<file path="src/rtl/vga_ctrl_pkg.sv">
// Shared types and defaults for the VGA view controller.
// Mode encoding, frame geometry and the offset clamp helper.
package vga_ctrl_pkg;

    typedef enum logic [1:0] {
        IDLE   = 2'd0,
        MANUAL = 2'd1,
        SAVER  = 2'd2
    } mode_t;

    localparam int H_ACT = 640;
    localparam int V_ACT = 480;
    localparam int IMG_W = 160;
    localparam int IMG_H = 120;
    localparam int OFF_W = 10;

    typedef logic [OFF_W-1:0]      off_t;
    typedef logic signed [OFF_W:0] soff_t;

    // Saturate a signed candidate offset into [0, hi].
    function automatic off_t clamp_off(soff_t v, off_t hi);
        if (v < 0)
            return '0;
        if (v > $signed({1'b0, hi}))
            return hi;
        return off_t'(v);
    endfunction

endpackage

</file>
<file path="src/rtl/vga_view_ctrl_if.sv">
// Board-side bundle of the view controller.
// master: board/bench drives inputs; slave: controller drives view outputs.
interface vga_view_ctrl_if;
    import vga_ctrl_pkg::*;

    logic [3:0] radio;
    logic       sw_left;
    logic       sw_right;
    logic       sw_up;
    logic       sw_down;
    logic       btn_return;
    logic       screensaver;
    logic       stretch;
    logic       frame_start;
    logic [1:0] img_sel;
    off_t       x_off;
    off_t       y_off;
    logic       scale;
    logic [1:0] mode;
    logic       blank;

    modport master (
        output radio, sw_left, sw_right, sw_up, sw_down,
        output btn_return, screensaver, stretch, frame_start,
        input  img_sel, x_off, y_off, scale, mode, blank
    );

    modport slave (
        input  radio, sw_left, sw_right, sw_up, sw_down,
        input  btn_return, screensaver, stretch, frame_start,
        output img_sel, x_off, y_off, scale, mode, blank
    );

endinterface

</file>
<file path="src/rtl/btn_sync_edge.sv">
// Two-flop synchroniser plus registered rising-edge pulse.
// Ports: clk, rst (async active-low), d (raw level), pulse (1-cycle).
module btn_sync_edge (
    input  logic clk,
    input  logic rst,
    input  logic d,
    output logic pulse
);

    logic s1, s2, s3;

    always_ff @(posedge clk or negedge rst) begin
        if (!rst) begin
            s1    <= 1'b0;
            s2    <= 1'b0;
            s3    <= 1'b0;
            pulse <= 1'b0;
        end else begin
            s1    <= d;
            s2    <= s1;
            s3    <= s2;
            pulse <= s2 & ~s3;
        end
    end

endmodule

</file>
<file path="src/rtl/vga_view_ctrl.sv">
// View-parameter sequencer: buttons/switches -> frame-gated offsets, scale, mode.
// Ports: clk, rst (async active-low), bus (vga_view_ctrl_if.slave).
module vga_view_ctrl
    import vga_ctrl_pkg::*;
#(
    parameter int P_H_ACT    = H_ACT,
    parameter int P_V_ACT    = V_ACT,
    parameter int P_IMG_W    = IMG_W,
    parameter int P_IMG_H    = IMG_H,
    parameter int STEP       = 8,
    parameter int SAVER_STEP = 1
) (
    input  logic            clk,
    input  logic            rst,
    vga_view_ctrl_if.slave  bus
);

    localparam off_t  XMAX1 = off_t'(P_H_ACT - P_IMG_W);
    localparam off_t  XMAX2 = off_t'(P_H_ACT - 2 * P_IMG_W);
    localparam off_t  YMAX1 = off_t'(P_V_ACT - P_IMG_H);
    localparam off_t  YMAX2 = off_t'(P_V_ACT - 2 * P_IMG_H);
    localparam soff_t ST    = soff_t'(STEP);
    localparam soff_t SS    = soff_t'(SAVER_STEP);

    logic [6:0] raw, pls;
    assign raw = {bus.stretch, bus.screensaver, bus.btn_return,
                  bus.sw_down, bus.sw_up, bus.sw_right, bus.sw_left};

    for (genvar i = 0; i < 7; i++) begin : g_btn
        btn_sync_edge u_sync (
            .clk   (clk),
            .rst   (rst),
            .d     (raw[i]),
            .pulse (pls[i])
        );
    end

    // Same-cycle priority: return > screensaver > stretch > arrows.
    logic p_ret, p_ss, p_st, arw_ok;
    assign p_ret  = pls[4];
    assign p_ss   = pls[5] & ~pls[4];
    assign p_st   = pls[6] & ~pls[5] & ~pls[4];
    assign arw_ok = ~|pls[6:4];

    mode_t      mode;
    off_t       x_off, y_off;
    logic       scale, blank;
    logic [1:0] img_sel;
    logic       pend_l, pend_r, pend_u, pend_d, pend_st, pend_ret;
    logic       dx_neg, dy_neg;

    logic [1:0] sel;
    always_comb begin
        sel = 2'd0;
        priority case (1'b1)
            bus.radio[3]: sel = 2'd3;
            bus.radio[2]: sel = 2'd2;
            bus.radio[1]: sel = 2'd1;
            default:      sel = 2'd0;
        endcase
    end

    // Candidate offsets for the next frame, bounded by the post-toggle size.
    logic  nscale, dx_flip, dy_flip;
    off_t  xmax, ymax, x_nx, y_nx;
    soff_t x_mv, y_mv, x_sv, y_sv;
    always_comb begin
        nscale  = scale ^ pend_st;
        xmax    = nscale ? XMAX2 : XMAX1;
        ymax    = nscale ? YMAX2 : YMAX1;
        x_mv    = $signed({1'b0, x_off});
        y_mv    = $signed({1'b0, y_off});
        if (pend_r && !pend_l) x_mv = x_mv + ST;
        if (pend_l && !pend_r) x_mv = x_mv - ST;
        if (pend_d && !pend_u) y_mv = y_mv + ST;
        if (pend_u && !pend_d) y_mv = y_mv - ST;
        x_sv    = $signed({1'b0, x_off}) + (dx_neg ? -SS : SS);
        y_sv    = $signed({1'b0, y_off}) + (dy_neg ? -SS : SS);
        dx_flip = (x_sv < 0) || (x_sv > $signed({1'b0, xmax}));
        dy_flip = (y_sv < 0) || (y_sv > $signed({1'b0, ymax}));
        if (pend_ret) begin
            x_nx = '0;
            y_nx = '0;
        end else if (mode == SAVER) begin
            x_nx = clamp_off(x_sv, xmax);
            y_nx = clamp_off(y_sv, ymax);
        end else begin
            x_nx = clamp_off(x_mv, xmax);
            y_nx = clamp_off(y_mv, ymax);
        end
    end

    always_ff @(posedge clk or negedge rst) begin
        if (!rst) begin
            mode     <= IDLE;
            x_off    <= '0;
            y_off    <= '0;
            scale    <= 1'b0;
            blank    <= 1'b1;
            img_sel  <= 2'd0;
            pend_l   <= 1'b0;
            pend_r   <= 1'b0;
            pend_u   <= 1'b0;
            pend_d   <= 1'b0;
            pend_st  <= 1'b0;
            pend_ret <= 1'b0;
            dx_neg   <= 1'b0;
            dy_neg   <= 1'b0;
        end else begin
            if (bus.radio != 4'd0)
                img_sel <= sel;
            if (bus.radio == 4'd0) begin
                mode     <= IDLE;
                blank    <= 1'b1;
                pend_l   <= 1'b0;
                pend_r   <= 1'b0;
                pend_u   <= 1'b0;
                pend_d   <= 1'b0;
                pend_st  <= 1'b0;
                pend_ret <= 1'b0;
            end else if (mode == IDLE) begin
                mode  <= MANUAL;
                blank <= 1'b0;
                x_off <= '0;
                y_off <= '0;
            end else begin
                if (bus.frame_start) begin
                    x_off    <= x_nx;
                    y_off    <= y_nx;
                    scale    <= nscale;
                    pend_l   <= 1'b0;
                    pend_r   <= 1'b0;
                    pend_u   <= 1'b0;
                    pend_d   <= 1'b0;
                    pend_st  <= 1'b0;
                    pend_ret <= 1'b0;
                    if (mode == SAVER && !pend_ret) begin
                        if (dx_flip) dx_neg <= ~dx_neg;
                        if (dy_flip) dy_neg <= ~dy_neg;
                    end
                end
                if (p_ret || p_ss || mode == SAVER) begin
                    pend_l <= 1'b0;
                    pend_r <= 1'b0;
                    pend_u <= 1'b0;
                    pend_d <= 1'b0;
                end
                if (p_ret) begin
                    pend_ret <= 1'b1;
                    mode     <= MANUAL;
                end else if (p_ss) begin
                    if (mode == SAVER) begin
                        mode <= MANUAL;
                    end else begin
                        mode   <= SAVER;
                        dx_neg <= 1'b0;
                        dy_neg <= 1'b0;
                    end
                end else if (p_st) begin
                    pend_st <= 1'b1;
                end else if (arw_ok && mode == MANUAL) begin
                    if (pls[0]) pend_l <= 1'b1;
                    if (pls[1]) pend_r <= 1'b1;
                    if (pls[2]) pend_u <= 1'b1;
                    if (pls[3]) pend_d <= 1'b1;
                end
            end
        end
    end

    assign bus.mode    = mode;
    assign bus.x_off   = x_off;
    assign bus.y_off   = y_off;
    assign bus.scale   = scale;
    assign bus.blank   = blank;
    assign bus.img_sel = img_sel;

endmodule

</file>
<file path="src/flat_wrapper.sv">
// flat-port wrapper written by rule: the top's interface ports become plain ports
module vga_view_ctrl_flat import vga_ctrl_pkg::*;
#(
    parameter int P_H_ACT    = H_ACT,
    parameter int P_V_ACT    = V_ACT,
    parameter int P_IMG_W    = IMG_W,
    parameter int P_IMG_H    = IMG_H,
    parameter int STEP       = 8,
    parameter int SAVER_STEP = 1
)
  (clk, rst, bus_radio, bus_sw_left, bus_sw_right, bus_sw_up, bus_sw_down, bus_btn_return, bus_screensaver, bus_stretch, bus_frame_start, bus_img_sel, bus_x_off, bus_y_off, bus_scale, bus_mode, bus_blank);
  vga_view_ctrl_if bus_i ();
  input  logic clk;
  input  logic rst;
  input wire logic [$bits(bus_i.radio)-1:0] bus_radio;
  input wire logic [$bits(bus_i.sw_left)-1:0] bus_sw_left;
  input wire logic [$bits(bus_i.sw_right)-1:0] bus_sw_right;
  input wire logic [$bits(bus_i.sw_up)-1:0] bus_sw_up;
  input wire logic [$bits(bus_i.sw_down)-1:0] bus_sw_down;
  input wire logic [$bits(bus_i.btn_return)-1:0] bus_btn_return;
  input wire logic [$bits(bus_i.screensaver)-1:0] bus_screensaver;
  input wire logic [$bits(bus_i.stretch)-1:0] bus_stretch;
  input wire logic [$bits(bus_i.frame_start)-1:0] bus_frame_start;
  output wire logic [$bits(bus_i.img_sel)-1:0] bus_img_sel;
  output wire logic [$bits(bus_i.x_off)-1:0] bus_x_off;
  output wire logic [$bits(bus_i.y_off)-1:0] bus_y_off;
  output wire logic [$bits(bus_i.scale)-1:0] bus_scale;
  output wire logic [$bits(bus_i.mode)-1:0] bus_mode;
  output wire logic [$bits(bus_i.blank)-1:0] bus_blank;
  assign bus_i.radio = bus_radio;
  assign bus_i.sw_left = bus_sw_left;
  assign bus_i.sw_right = bus_sw_right;
  assign bus_i.sw_up = bus_sw_up;
  assign bus_i.sw_down = bus_sw_down;
  assign bus_i.btn_return = bus_btn_return;
  assign bus_i.screensaver = bus_screensaver;
  assign bus_i.stretch = bus_stretch;
  assign bus_i.frame_start = bus_frame_start;
  assign bus_img_sel = bus_i.img_sel;
  assign bus_x_off = bus_i.x_off;
  assign bus_y_off = bus_i.y_off;
  assign bus_scale = bus_i.scale;
  assign bus_mode = bus_i.mode;
  assign bus_blank = bus_i.blank;
  vga_view_ctrl #(.P_H_ACT(P_H_ACT), .P_V_ACT(P_V_ACT), .P_IMG_W(P_IMG_W), .P_IMG_H(P_IMG_H), .STEP(STEP), .SAVER_STEP(SAVER_STEP)) u_core (.clk(clk), .rst(rst), .bus(bus_i));
endmodule
</file>
<file path="config.mk">
export PLATFORM = sky130hd
export DESIGN_NAME = vga_view_ctrl_flat
export DESIGN_NICKNAME = d
export VERILOG_FILES = /design/src/rtl/vga_ctrl_pkg.sv /design/src/rtl/vga_view_ctrl_if.sv /design/src/rtl/btn_sync_edge.sv /design/src/rtl/vga_view_ctrl.sv /design/src/flat_wrapper.sv
export SDC_FILE = /design/constraint.sdc
export NUM_CORES = 1
export LEC_CHECK = 0
export ABC_AREA = 1
export CAP_MARGIN = 20
export CORE_MARGIN = 10
export CORE_UTILIZATION = 45
export CTS_BUF_LIST = sky130_fd_sc_hd__clkbuf_2
export DETAILED_ROUTE_END_ITERATION = 12
export PLACE_DENSITY = 0.72
export SYNTH_ARGS = -nofsm -noshare
export SYNTH_HDL_FRONTEND = slang
export SYNTH_HIERARCHICAL = 1
export SYNTH_SLANG_ARGS = --single-unit
</file>
<file path="constraint.sdc">
create_clock -name clk -period 3.1 [get_ports clk]
set_input_delay 0.465 -clock clk [delete_from_list [all_inputs] [get_ports clk]]
set_output_delay 0.465 -clock clk [all_outputs]
set_load 0.02 [all_outputs]
</file>
# Yosys cells after proc, flatten, opt, wreduce, memory -nomap -nowiden
# Cells that the tools add are included.
[totals]
reg_bits = 62
inputBits = 14
output_inout_bits = 26
elab_cells = 239
[op_classes]
add_sub_neg = 6
order_cmp = 8
eq_ne = 3
n_mux = 128
n_bitwise = 24
reduce_logical = 28
[ops]
columns = ["op", "n"]
rows = [
  ["$mux W10", 24],
  ["$mux W1", 89],
  ["$mux W11", 6],
  ["$gt A11 B10 Y1", 4],
  ["$lt A11 B1 Y1 const B", 4],
  ["$add A10 B4 Y11 const B", 2],
  ["$add A11 B11 Y11", 2],
  ["$sub A11 B5 Y11 const B", 2],
  ["$mux W2", 7],
  ["$not A1 Y1", 13],
  ["$and A1 B1 Y1", 10],
  ["$mux W9", 1],
  ["$mux W8", 1],
  ["$reduce_bool A4 Y1", 2],
  ["$logic_and A1 B1 Y1", 6],
  ["$logic_not A1 Y1", 6],
  ["$reduce_and A2 Y1", 3],
  ["$logic_not A4 Y1", 1],
  ["$logic_or A1 B1 Y1", 4],
  ["$reduce_bool A2 Y1", 2],
  ["$reduce_and A3 Y1", 1],
  ["$reduce_bool A3 Y1", 1],
  ["$reduce_or A3 Y1", 1],
  ["$eq A2 B1 Y1 const B", 1],
  ["other kinds (4)", 4],
]

# Longest topological paths before layout
[depth]
depth_word = 18
depth_mapped = 26
mapped_depth_nobuf = 26

# By module
# Netlist, hierarchy kept.
[by_module_without_submodules]
columns = ["mod", "n_inst", "cells_per_inst", "area_each_um2", "seq_area_each_um2"]
rows = [
  ["vga_view_ctrl", 1, 638, 4111.4, 852.1],
  ["btn_sync_edge", 7, 6, 110.1, 100.1],
]

# Worst setup path before layout
# Ideal clock, no wire load.
[synth_path]
path_type = "reg2reg"
from = "register u_core.x_off[3], in the netlist u_core/bus.x_off[3]"
to = "register u_core.x_off[0], in the netlist u_core/bus.x_off[0]"
setup_time_ns = 0.120
arrival_ns = 2.882
required_time_ns = 2.980
setup_slack_ns = 0.098
stages_incl_launch_ff = 22
path_buffers = 0
synth_period_minus_slack_ns = 3.002
path_cell_list = "dfrtp_1 > ha_1 > o21ai_0 > ha_1 > inv_1 > nor2_1 > nand3_2 > xor2_1 > ha_1 > inv_1 > nor2_1 > nand2_1 > nor3_1 > nand3_1 > nor2_1 > nand2_1 > nand2_1 > nor2_2 > nand2_4 > nand4_2 > a21oi_1 > nor2_1"
[synth_between]
elab_chain_len = 15
elab_cells_between_ends = 33
classes_between = "3 x add/sub; 4 x order compare; 26 x mux"
[synth_rtl]
columns = ["item", "line", "rtl"]
rows = [
  ["start, declared", "vga_view_ctrl.sv:46", "off_t x_off, y_off;"],
  ["start signal, assigned", "vga_view_ctrl.sv:128", "x_off <= x_nx;"],
  ["$add A10 B4 Y11", "vga_view_ctrl.sv:73", "if (pend_r && !pend_l) x_mv = x_mv + ST;"],
  ["$mux W11", "vga_view_ctrl.sv:73", ""],
  ["$sub A11 B5 Y11", "vga_view_ctrl.sv:74", "if (pend_l && !pend_r) x_mv = x_mv - ST;"],
  ["$mux W11", "vga_view_ctrl.sv:74", ""],
  ["$gt A11 B10 Y1", "vga_ctrl_pkg.sv:24", "if (v > $signed({1'b0, hi}))"],
  ["$mux W1 (2 in a row)", "vga_ctrl_pkg.sv:24", ""],
  ["$mux W1", "vga_view_ctrl.sv:84", "end else if (mode == SAVER) begin"],
  ["$mux W1", "vga_view_ctrl.sv:81", "if (pend_ret) begin"],
  ["$mux W10", "vga_ctrl_pkg.sv:26", "return off_t'(v);"],
  ["$mux W10", "vga_ctrl_pkg.sv:24", ""],
  ["$mux W10 (*)", "vga_view_ctrl.sv:84", ""],
  ["$mux W10 (*)", "vga_view_ctrl.sv:81", ""],
  ["$mux W10 (*)", "vga_view_ctrl.sv:127", "if (bus.frame_start) begin"],
  ["$mux W10 (*)", "vga_view_ctrl.sv:121", "end else if (mode == IDLE) begin"],
]
# Mark *: on every way between the ends. The rest lies on a longest branch, timed or not. The select of a mux whose other input is x is not followed.
# A chain may end at the register's enable or synchronous reset.

# Worst setup path in the final report
[layout_path]
from = "register u_core.dx_neg"
to = "register u_core.dx_neg"
[layout_between]
elab_chain_len = 10
elab_cells_between_ends = 12
classes_between = "1 x add/sub; 2 x order compare; 7 x mux; 1 x bitwise; 1 x reduce/logical"
[layout_rtl]
columns = ["item", "line", "rtl"]
rows = [
  ["start, declared", "vga_view_ctrl.sv:50", "logic dx_neg, dy_neg;"],
  ["start signal, assigned", "vga_view_ctrl.sv:138", "if (dx_flip) dx_neg <= ~dx_neg;"],
  ["$mux W11", "vga_view_ctrl.sv:77", "x_sv = $signed({1'b0, x_off}) + (dx_neg ? -SS : SS);"],
  ["$add A11 B11 Y11", "vga_view_ctrl.sv:77", ""],
  ["$lt A11 B1 Y1 or $gt A11 B10 Y1 (tied branches)", "vga_view_ctrl.sv:79", "dx_flip = (x_sv < 0) || (x_sv > $signed({1'b0, xmax}));"],
  ["$logic_or A1 B1 Y1", "vga_view_ctrl.sv:79", ""],
  ["$mux W1", "vga_view_ctrl.sv:138", ""],
  ["$mux W1", "vga_view_ctrl.sv:137", "if (mode == SAVER && !pend_ret) begin"],
  ["$mux W1 (*)", "vga_view_ctrl.sv:127", ""],
  ["$mux W1", "vga_view_ctrl.sv:152", "if (mode == SAVER) begin"],
  ["$mux W1", "vga_view_ctrl.sv:151", "end else if (p_ss) begin"],
  ["$mux W1 (*)", "vga_view_ctrl.sv:148", "if (p_ret) begin"],
]
# Mark *: on every way between the ends. The rest lies on a longest branch, timed or not.

==> metrics.yaml <==
worst-path-stages: 19
synthSimpleGateAreaFrac: 0.370
synthesis.area_um2: 4880
clock-skew-final_ns: 0.0245
nets: 833
final_cells: 922
n_antenna_cell: 0
synth_xor_area_frac: 0.0387
viasPerCell: 5.42
start_kind: "flop"
initialDrtViolationCount: 479
synth_edf_count: 0
portBuffers: 39
hp-class: "reg2reg"
drive_gt1_frac: 0.257
r2r_cells: 19
grt_pass1_vias: 4718
synth_nets: 732
die_h_um: 124
crit_required_ns: 3.50
vias: 4996
dr.pass1.iters: 5
ys.flop_type: "dfrtp_1"
synth_adder_area_share: 0.100
ys_warn_count: 6
cp-end-kind: "flop"
n_fill_cell: 919
antenna_found_initial: 0
ys_types: 43
crit_path_max_incr_delay_ns: 0.54
cp.arrival_ns: 3.55
crit_buf_inv: 2
area_delta_synth_final_pct: 33.0
crit_family: "simple AND/OR/NAND/NOR gates"
synth_compound_area_frac: 0.0871
drtAntennaViolNets: 0
worstPathCellList: "buf_6, ha_4, a21oi_2, o21ai_0, a21oi_1, xor2_1, ha_1, nand2_1, nor3_2, nand3_1, nor2_1, nor2_1, nand3_1, nand2_2, inv_2, nand2_1, o21ai_1, o21ai_1, nand2_1"
die_w_um: 124
initial_core_util: 0.467
hold_viol_final: 0
final_area_um2: 6490
setup_tns_ns: -0.0524
grt_max_degree: 31
peakVddDrop_uv: 536
netlist.area_leader.share: 0.313
maxCapViolations: 0
violations: "negative setup slack"
path_common_cell: "nand2_1"
fmax_mhz: 317
cts_buffers: 9
synth_top_area_cell: "dfrtp_1"
critPathMaxFanout: 7
grt_setup_unrepaired: "true"
cts_tree: "done"
path_clk_slew_ns: 0.18
critical_path_class: "reg2reg"
synth-seq-area-share: 0.318
power_mw: 6.00
drt_wl_total_um: 14100
gp_congestion: 0.937
netlist_instances: 680
synth.ff_latch_count: 62
core_area_um2: 10500
dp_cells: 882
power.leakage_nw: 3.17
grt_pass1_wl_um: 21900
fin_crit_ns: 3.15
placed_cell_area_um2: 5650
worst_pin_slew_ns: 0.611
clk_latency_ns: 0.48
maxSlewViolCount: 0
finalSetupViolCount: 1
fp-row-count: 37
synth_top_family_by_area: "simple AND/OR/NAND/NOR gates"
grt_overflow: 0
status: "finished, violations left"
hpwl_um: 10300
synth.area.top_cells: "dfrtp_1 (31%), nand2_1 (14%), ha_1 (9.2%), inv_1 (7.9%), nand3_1 (7.3%)"
power_density_nw_per_um2: 924
cts_max_path_buffers: 2
synth_mux_area_frac: 0
worstHoldPathCells: 0
clock_sinks: 62
fin_ws_ns: -0.0524
drc: 0
synth.avg_cell_area_um2: 7.18
wl_per_cell_um: 15.3
num_io_pins: 40
synth_async_sr_flop_share: 1.00
whs_ns: 0.372
slowest_stage: "dfrtp_2"
cts_root_buf: "clkbuf_2"
htree_levels: 3
synth_most_common_cell: "nand2_1"
yosys-top-cells-count: "nand2_1 (177), inv_1 (103), nand3_1 (71)"
fin_crit_sh: 1.02
die_area_um2: 15400
grt_usage: 0.174
relSlewSlack: 0.593
## sequential cells by signal, summed over array words and instances (netlist names)
| signal | count |
|---|---|
| u_core/bus.x_off | 10 |
| u_core/bus.y_off | 10 |
| u_core/g_btn.u_sync/pulse | 7 |
| u_core/g_btn.u_sync/s1 | 7 |
| u_core/g_btn.u_sync/s2 | 7 |
| u_core/g_btn.u_sync/s3 | 7 |
| u_core/bus.img_sel | 2 |
| u_core/bus.mode | 2 |
| u_core/bus.blank | 1 |
| u_core/bus.scale | 1 |
| u_core/dx_neg | 1 |
| u_core/dy_neg | 1 |
| u_core/pend_d | 1 |
| u_core/pend_l | 1 |
| u_core/pend_r | 1 |
| u_core/pend_ret | 1 |
| u_core/pend_st | 1 |
| u_core/pend_u | 1 |
## path summary, 6_finish.rpt
kind | start | end | slack, ns
setup / recovery | u_core/dx_neg | u_core/dx_neg | -0.05
hold / removal | u_core/g_btn[1].u_sync/s1 | u_core/g_btn[1].u_sync/s2 | 0.37
setup reg to reg | u_core/dx_neg | u_core/dx_neg | -0.05
hold reg to reg | u_core/g_btn[1].u_sync/s1 | u_core/g_btn[1].u_sync/s2 | 0.37
max in group asynchronous | rst | u_core/bus.blank | 1.87
min in group asynchronous | rst | u_core/dx_neg | 0.50
## per-layer routing
layer | up-vias | share of wire | global-route usage
met5 | - | 0 | 0
met4 | 0 | 0.020 | 0.0489
met3 | 30 | 0.077 | 0.0299
met2 | 215 | 0.48 | 0.294
met1 | 2336 | 0.42 | 0.223
li1 | 2415 | - | -
## area by class of cell
class                           instances  area, um2  share of cell area
Multi-Input combinational cell        507       3390               0.522
Timing Repair Buffer                   92        808               0.124
Sequential cell                        62       1560               0.240
Tap cell                              136        170              0.0262
Clock inverter                          7        113              0.0173
Inverter                              109        412              0.0634
Clock buffer                            9       45.0             0.00694
## power by group
part / internal, mW / total (mW) / leakage [nW] / switching, mW
clock: 0.342 / 0.640 / 0.0832 / 0.298
combinational: 1.68 / 4.19 / 2.30 / 2.51
sequential: 0.955 / 1.17 / 0.781 / 0.212
total: 2.98 / 6.00 / 3.17 / 3.02
## metrics by stage
stage / worst slack (ns) / utilization
after floorplan: 0.0980 / -
after global placement: 0.0402 / 0.540
after detailed placement: -0.142 / 0.540
after CTS: 0.00842 / 0.567
after global routing: -0.253 / 0.621
final: -0.0524 / 0.621
## cells in the final DEF, fill, tap and decap left out, types with 4 or more instances in the layout
master	netlist	layout
nor2_2	13	16
a21oi_1	22	18
a21oi_2	1	4
buf_6	0	6
nand4_1	18	18
inv_1	103	96
nand3_4	2	4
buf_4	0	46
xor2_2	3	6
nand3_2	3	9
nand3_1	71	63
ha_4	0	13
o21ai_2	0	4
nand2_4	5	11
o22ai_1	6	6
nor2_4	4	5
clkdlybuf4s50_1	0	38
dfrtp_1	61	58
xor2_1	10	7
o21ai_0	20	13
inv_2	5	11
nand2_2	14	26
clkbuf_2	0	9
xnor2_1	6	5
nor2_1	51	47
ha_1	36	22
nand2_1	177	159
o21ai_1	7	9
## cells by family after synthesis
kind of cell / count (synthesis)
and+or+nand+nor: 378
buffers and inverters: 111
AOI/OAI and AO/OA: 72
DFF: 62
adders and majority gates: 38
xor gates and xnor gates: 19
## timing repair
action,CTS,global route
hold buffers,1,0
resized for setup,16,94
pin swaps,3,38
setup buffers,4,19
endpoints found under the setup margin,20,20
hold endpoints to repair,28,0
Note: power is estimated with default switching activity, not from simulation.
